**src/rtl/dsi_pkg.sv**
```systemverilog
// rtl/dsi_pkg.sv - shared state encodings, output table and timing helpers for the panel power sequencer
package dsi_pkg;

  typedef enum logic [3:0] {
    S_OFF,
    S_VDD,
    S_AVDD,
    S_RST_REL,
    S_ON,
    S_DSI_OFF,
    S_PD_RST,
    S_PD_AVDD,
    S_FAULT
  } seq_state_t;

  typedef struct packed {
    logic vdd;
    logic avdd;
    logic prst_n;
    logic dsi;
    logic ready;
  } seq_out_t;

  localparam seq_out_t OUT_OFF     = 5'b00000;
  localparam seq_out_t OUT_VDD     = 5'b10000;
  localparam seq_out_t OUT_AVDD    = 5'b11000;
  localparam seq_out_t OUT_RST_REL = 5'b11100;
  localparam seq_out_t OUT_ON      = 5'b11111;

  // A timed state ends on the cycle the counter reaches this limit; 0 and 1 both mean one cycle.
  function automatic logic [23:0] wait_limit(input logic [23:0] t);
    return (t == 24'd0) ? 24'd0 : t - 24'd1;
  endfunction

  function automatic seq_out_t state_outputs(input seq_state_t s);
    case (s)
      S_VDD:     return OUT_VDD;
      S_AVDD:    return OUT_AVDD;
      S_RST_REL: return OUT_RST_REL;
      S_ON:      return OUT_ON;
      S_DSI_OFF: return OUT_RST_REL;
      S_PD_RST:  return OUT_AVDD;
      S_PD_AVDD: return OUT_VDD;
      default:   return OUT_OFF;
    endcase
  endfunction

endpackage

```
**src/rtl/seq_timer.sv**
```systemverilog
// rtl/seq_timer.sv - clearable saturating up-counter used to time sequencer states
module seq_timer #(
  parameter int WIDTH = 24
) (
  input  logic             clk,
  input  logic             rst_n,
  input  logic             clear,
  output logic [WIDTH-1:0] count
);

  always_ff @(posedge clk) begin
    if (!rst_n) begin
      count <= '0;
    end else if (clear) begin
      count <= '0;
    end else if (count != {WIDTH{1'b1}}) begin
      count <= count + 1'b1;
    end
  end

endmodule

```
**src/rtl/panel_power_sequencer.sv**
```systemverilog
// rtl/panel_power_sequencer.sv - DSI panel supply/reset/enable power-up and power-down sequencer
module panel_power_sequencer
  import dsi_pkg::*;
#(
  parameter logic [23:0] T_VDD     = 24'd50000,
  parameter logic [23:0] T_AVDD    = 24'd50000,
  parameter logic [23:0] T_INIT    = 24'd600000,
  parameter logic [23:0] T_DSI_OFF = 24'd10000,
  parameter logic [23:0] T_PD      = 24'd10000,
  parameter logic [23:0] T_PG_TO   = 24'd1000000
) (
  input  logic clk,
  input  logic rst_n,
  input  logic en,
  input  logic pwr_good,
  output logic vdd_en,
  output logic avdd_en,
  output logic panel_rst_n,
  output logic dsi_en,
  output logic ready,
  output logic fault
);

  localparam logic [23:0] LIM_VDD  = wait_limit(T_VDD);
  localparam logic [23:0] LIM_AVDD = wait_limit(T_AVDD);
  localparam logic [23:0] LIM_INIT = wait_limit(T_INIT);
  localparam logic [23:0] LIM_DSI  = wait_limit(T_DSI_OFF);
  localparam logic [23:0] LIM_PD   = wait_limit(T_PD);
  localparam logic [23:0] LIM_PGTO = wait_limit(T_PG_TO);

  seq_state_t  state;
  seq_state_t  state_next;
  seq_out_t    outs_q;
  logic [23:0] count;

  seq_timer #(.WIDTH(24)) u_timer (
    .clk   (clk),
    .rst_n (rst_n),
    .clear (state_next != state),
    .count (count)
  );

  // A dropped en request during power-up aborts straight into power-down, ahead of timeouts.
  always_comb begin
    state_next = state;
    case (state)
      S_OFF:     if (en) state_next = S_VDD;
      S_VDD: begin
        if (!en)                   state_next = S_PD_RST;
        else if (count == LIM_VDD) state_next = S_AVDD;
      end
      S_AVDD: begin
        if (!en)                                   state_next = S_PD_RST;
        else if (!pwr_good && count == LIM_PGTO)   state_next = S_FAULT;
        else if (pwr_good && count >= LIM_AVDD)    state_next = S_RST_REL;
      end
      S_RST_REL: begin
        if (!en)                    state_next = S_PD_RST;
        else if (count == LIM_INIT) state_next = S_ON;
      end
      S_ON: begin
        if (!pwr_good) state_next = S_PD_RST;
        else if (!en)  state_next = S_DSI_OFF;
      end
      S_DSI_OFF: if (count == LIM_DSI) state_next = S_PD_RST;
      S_PD_RST:  if (count == LIM_PD)  state_next = S_PD_AVDD;
      S_PD_AVDD: if (count == LIM_PD)  state_next = S_OFF;
      S_FAULT:   if (!en)              state_next = S_OFF;
      default:                         state_next = S_OFF;
    endcase
  end

  // Outputs are registered from the next-state decode so they switch with the state register.
  always_ff @(posedge clk) begin
    if (!rst_n) begin
      state  <= S_OFF;
      outs_q <= OUT_OFF;
      fault  <= 1'b0;
    end else begin
      state  <= state_next;
      outs_q <= state_outputs(state_next);
      if (state_next == S_FAULT) begin
        fault <= 1'b1;
      end else if (state_next == S_OFF) begin
        fault <= 1'b0;
      end
    end
  end

  assign vdd_en      = outs_q.vdd;
  assign avdd_en     = outs_q.avdd;
  assign panel_rst_n = outs_q.prst_n;
  assign dsi_en      = outs_q.dsi;
  assign ready       = outs_q.ready;

endmodule

```
**config.mk**
```make
export PLATFORM = sky130hd
export DESIGN_NAME = panel_power_sequencer
export DESIGN_NICKNAME = d
export VERILOG_FILES = /design/src/rtl/dsi_pkg.sv /design/src/rtl/seq_timer.sv /design/src/rtl/panel_power_sequencer.sv
export SDC_FILE = /design/constraint.sdc
export NUM_CORES = 1
export LEC_CHECK = 0
export ABC_CLOCK_PERIOD_IN_PS = 6800
export BUFFER_PORTS_ARGS = -buffer_cell sky130_fd_sc_hd__buf_2
export CORE_AREA = 2 2 53 67
export DETAILED_ROUTE_END_ITERATION = 7
export DIE_AREA = 0 0 55 69
export HOLD_SLACK_MARGIN = 0.1
export PLACE_DENSITY = 0.85
export SLEW_MARGIN = 15
export SYNTH_ARGS = -nofsm -noshare
export SYNTH_HDL_FRONTEND = slang
export SYNTH_SLANG_ARGS = --single-unit
```
**constraint.sdc**
```tcl
create_clock -name clk -period 6.8 [get_ports clk]
set_clock_uncertainty 0.2 [all_clocks]
set_input_delay 1.36 -clock clk [delete_from_list [all_inputs] [get_ports clk]]
set_output_delay 1.36 -clock clk [all_outputs]
set_load 0.02 [all_outputs]
```
# --- After elaboration in Yosys (flattened, before gate mapping) ---
# Index checks and enable logic that the tools add are counted.
totals:
  input_bits: 4
  out_inout_bits: 6
  ff_bits: 34
  elab_cells: 61
op_classes:
  n_addsub: 1
  bitwise: 1
  n_mux: 18
  n_eq_ne: 22
  reduce_logical: 10
  magnitude_cmp: 1
op_table:
  columns: ["op", "count"]
  rows:
  - ["$mux 4", 14]
  - ["$eq 24x20->1 const B", 2]
  - ["$pmux 4 s9", 1]
  - ["$eq 4x3->1 const B", 8]
  - ["$add 24x1->24 const B", 1]
  - ["$eq 24x14->1 const B", 1]
  - ["$eq 24x16->1 const B", 1]
  - ["$ge 24x16->1 const B", 1]
  - ["$ne 24x24->1 const B", 1]
  - ["$pmux 5 s4", 1]
  - ["$eq 4x2->1 const B", 4]
  - ["$eq 4x1->1 const B", 2]
  - ["$eq 4x4->1 const B", 2]
  - ["$logic_not 4->1", 2]
  - ["$reduce_or 2->1", 4]
  - ["$ne 4x4->1", 1]
  - ["$logic_and 1x1->1", 2]
  - ["$mux 1", 2]
  - ["$reduce_bool 2->1", 1]
  - ["$logic_not 1->1", 1]
  - ["$not 1->1", 1]

# --- Longest topological paths before layout ---
logic_depth:
  depth_word: 9
  mapped_depth: 9
  depth_no_buf: 8

# --- By module ---
# From an unflattened synthesis, not the netlist that was laid out.
unflattened:
  cells_unflattened: 248
  hier_area_um2: 1981.9
modules_own_cells:
  columns: ["module", "n_inst", "seq_area_each_um2", "area_each_um2", "cells_per_inst"]
  rows:
  - ["seq_timer", 1, 480.5, 1201.2, 149]
  - ["panel_power_sequencer", 1, 180.2, 780.7, 99]

# --- Worst setup path after synthesis ---
# Ideal clock, no wire load.
synth_timing:
  path_kind: "input-to-reg"
  from: "input port en"
  to: "register u_timer.count[16]"
  required_time_ps: 6485
  n_path_buf: 1
  arrival_time_ps: 2675
  setup_ps: 115
  path_slack_ps: 3811
  cell_stages: 8
  cell_sequence: "nor3b_1 and3_1 o21ai_0 o211a_1 and3_4 o211ai_4 buf_6 nor2_1"
synth_between:
  elab_chain_cells: 5
  elab_cells_between_ends: 10
  cone_classes: "1 x eq/ne; 8 x mux; 1 x reduce/logical"
synth_lines:
  columns: ["element", "line_no", "text"]
  rows:
  - ["start, declared", "panel_power_sequencer.sv:14", "input logic en,"]
  - ["$mux 4", "panel_power_sequencer.sv:63", "else if (!en) state_next = S_DSI_OFF;"]
  - ["$mux 4", "panel_power_sequencer.sv:62", "if (!pwr_good) state_next = S_PD_RST;"]
  - ["$pmux 4 s9 (*)", "panel_power_sequencer.sv:46", "case (state)"]
  - ["$ne 4x4->1 (*)", "panel_power_sequencer.sv:39", ".clear (state_next != state),"]
  - ["$reduce_or 2->1 (no line) (*)", null, null]
  - ["end signal, assigned", "seq_timer.sv:17", "count <= count + 1'b1;"]
  - ["end, declared", "seq_timer.sv:8", "output logic [WIDTH-1:0] count"]
# Every way passes the cells marked *; elsewhere a longest branch is shown, timed or not.
# A chain may end at the register's enable or synchronous reset.

# --- Final worst setup path ---
layout_timing:
  from: "input port en"
  to: "register u_timer.count[10]"
# Same word-level chain as after synthesis.

==> run summary <==
Status - finished, final reports clean
Syn Nets - 239
FILL cells - 260
Die height - 69 µm
Min cycle time layout - 3.27 ns
HP Class - reg2reg
Ports - 10
Vias in the first global route - 1570
Area Overhead vs Synth - 7.07%
Largest net degree at the start of global routing - 25
Share of the synthesized area in the top cell type - 33.6%
Cell variety after synth - 51
Overflow after GRT - 0
Most common cell in the netlist - nor2_1
Number of synthesized flops with an enable pin - 0
Seq/Total Area, Yosys - 33.6%
Iteration-0 DRC Markers - 69
Total power - 517 µW
Vias per cell - 6.09
CTS Hold Bufs - 0
WL final - 3990 µm
P_leak - 0.747 nW
Pwr per Cell Area - 246 nW/µm²
Via count - 1687
Setup CP Type - in2reg
Initial antenna violation count - 0
Post-Syn Area - 1970 µm²
Clock slew at reported path FFs - 0.06 ns
CTS tree - yes
Switch share - 28.9%
Maximum vdd drop - 184 µV
Clock Path Buffers - 2
Flop pwr share - 42.4%
Clock sinks - 33
Number of buffers added on ports - 9
Finished Core Util - 66.5%
CTS-repair resized insts - 0
Max cap viols - 0
Critical path data arrival time - 3.21 ns
Final RePlAce weighted congestion - 0.847
Internal Pwr Total - 368 µW
Top cell types by occurrence after synthesis - nor2_1, dfxtp_1, nand2_1, nand3_1, xor2_1
Proportion of layout cells with a drive suffix above 1 - 12.9%
Number of buffers created by CTS - 5
Hold WS - 0.339 ns
TritonRoute pass-1 iters - 4
H-Tree Depth - 2
Synth async-reset ratio - 0%
Final Net Count - 244
Worst-Skew Late Latency - 0.29 ns
Worst setup SP type - input pin
Setup TNS - 0 ns
Full die area - 3800 µm²
GRT Util Overall - 23.4%
Comb power frac - 21.2%
CP delay by family, top - simple AND/OR/NAND/NOR gates
Mapped Cells - 234
Net switching power - 149 µW
CP Cell Sequence - buf_2 -> nor3b_1 -> and3_1 -> o21ai_0 -> o211a_1 -> and3_4 -> o211ai_4 -> nor2_1
Clock power share - 36.3%
Endpoints failing setup - 0
Avg Inst Size Synth - 8.40 µm²
Core area - 3170 µm²
Synth area leaders - dfxtp_1, nor2_1, xor2_1
Die W - 55 µm
Root buffer cell - clkbuf_8
Initial Util - 62.1%
Drt drc - 0
Ys flop type - dfxtp_1
# Post-CTS Setup Buffers - 0
Synth Register Bits - 33
Measured slew at the worst slew-check pin - 0.698 ns
Crit end category - flip-flop
Final Hold Viols - 0
Slew headroom - 53.1%
Slew Limit Fails - 0
Ys Warns - 0
Post-DP HPWL - 2860 µm
Maximum operating frequency - 306 MHz
Final Cycle Share - 48.0%
CP bufs+invs - 1
Post-route ant nets - 0
Critical path peak fanout - 24
Yosys top cell by area - dfxtp_1
Drt wl/cell - 14.4 µm
Antenna cells - 0
Global-route wire length before repair - 6620 µm
RSZ-0062 raised after global routing - false
Number of core rows - 23
Crit path largest cell delay - 0.54 ns
Worst path slowest cell - o211ai_4
CP Data Required Time - 6.74 ns
## cells by family (layout without fill, tap and decap cells)
| logic type | Yosys count | after routing | share of synthesized area, % |
|---|---|---|---|
| and+or+nand+nor | 118 | 118 | 33.5 |
| buffers and inverters | 20 | 26 | 5.22 |
| adders and majority gates | 1 | 1 | 0.636 |
| muxes | 1 | 1 | 0.509 |
| DFF | 33 | 33 | 33.6 |
| xor gates and xnor gates | 22 | 22 | 9.80 |
| AOI/OAI and AO/OA | 39 | 39 | 16.7 |
## power by group through the flow
stage / logic [mW] / clock network (mW) / registers (mW)
6_report: 0.110 / 0.188 / 0.219
2_1_floorplan: 0.0936 / 0 / 0.221
3_3_place_gp: 0.109 / 0 / 0.223
3_5_place_dp: 0.110 / 0 / 0.223
5_1_grt: 0.120 / 0.203 / 0.222
4_1_cts: 0.110 / 0.193 / 0.219
## registers in the layout, indices dropped and copies added (netlist names)
register and cells:
state 4, fault 1, dsi_en 1, u_timer.count 24, vdd_en 1, avdd_en 1, panel_rst_n 1
## through the flow
step | worst slack, ns | std cells | cell area [µm²]
after CTS | 3.53 | 277 | 2100
after global routing | 3.36 | 277 | 2100
after detailed placement | 3.24 | 269 | 1990
after global placement | 3.33 | 269 | 1990
after floorplan | 3.81 | 234 | 1970
final | 3.53 | 277 | 2100
## cells in the final DEF, fill, tap and decap left out, drive strengths merged, types with 2 or more instances in the layout
cell type	count
o21a	4
o211a	2
nor4	5
nor3b	2
buf	9
xnor2	10
clkbuf	7
a31oi	6
xor2	12
a211oi	2
nand3	15
and3	10
o21ai	7
nor3	4
nor2	41
nor2b	3
nand4	6
a21oi	4
o211ai	3
and4	5
nand2	18
and2	2
dfxtp	33
o31a	2
or3	2
o311a	2
inv	9
## tightest hold or removal path: stages (launching register included)
cell and delay, ns:
dfxtp_1 0.36, mux2i_1 0.08, nor2_1 0.07
## layout make-up
type                       count  area (µm²)  share of cell area (%)
clock buffer                   7        86.3                    4.10
clock inverter                 1        30.0                    1.43
inverter                       9        33.8                    1.61
multi-input combinational    181        1200                    57.1
sequential                    33         661                    31.4
tap                           37        46.3                    2.20
timing repair buffer           9        45.0                    2.14
## path summary, 6_finish.rpt
| path | from | end | cells past startpoint | slack, ns |
|---|---|---|---|---|
| worst max-delay path | en | u_timer.count[10] | 8 | 3.53 |
| worst min register to register | u_timer.count[1] | u_timer.count[1] | 2 | 0.34 |
| worst max register to register | u_timer.count[0] | u_timer.count[6] | 8 | 3.91 |
| worst min-delay path | u_timer.count[1] | u_timer.count[1] | 2 | 0.34 |
## layer usage
layer	part of all wire, %	track usage, %
met2	49	38.0
met4	3.0	12.5
met1	43	26.9
met5	0	0
met3	4.0	5.84
Note: power is estimated with default switching activity, not from simulation.
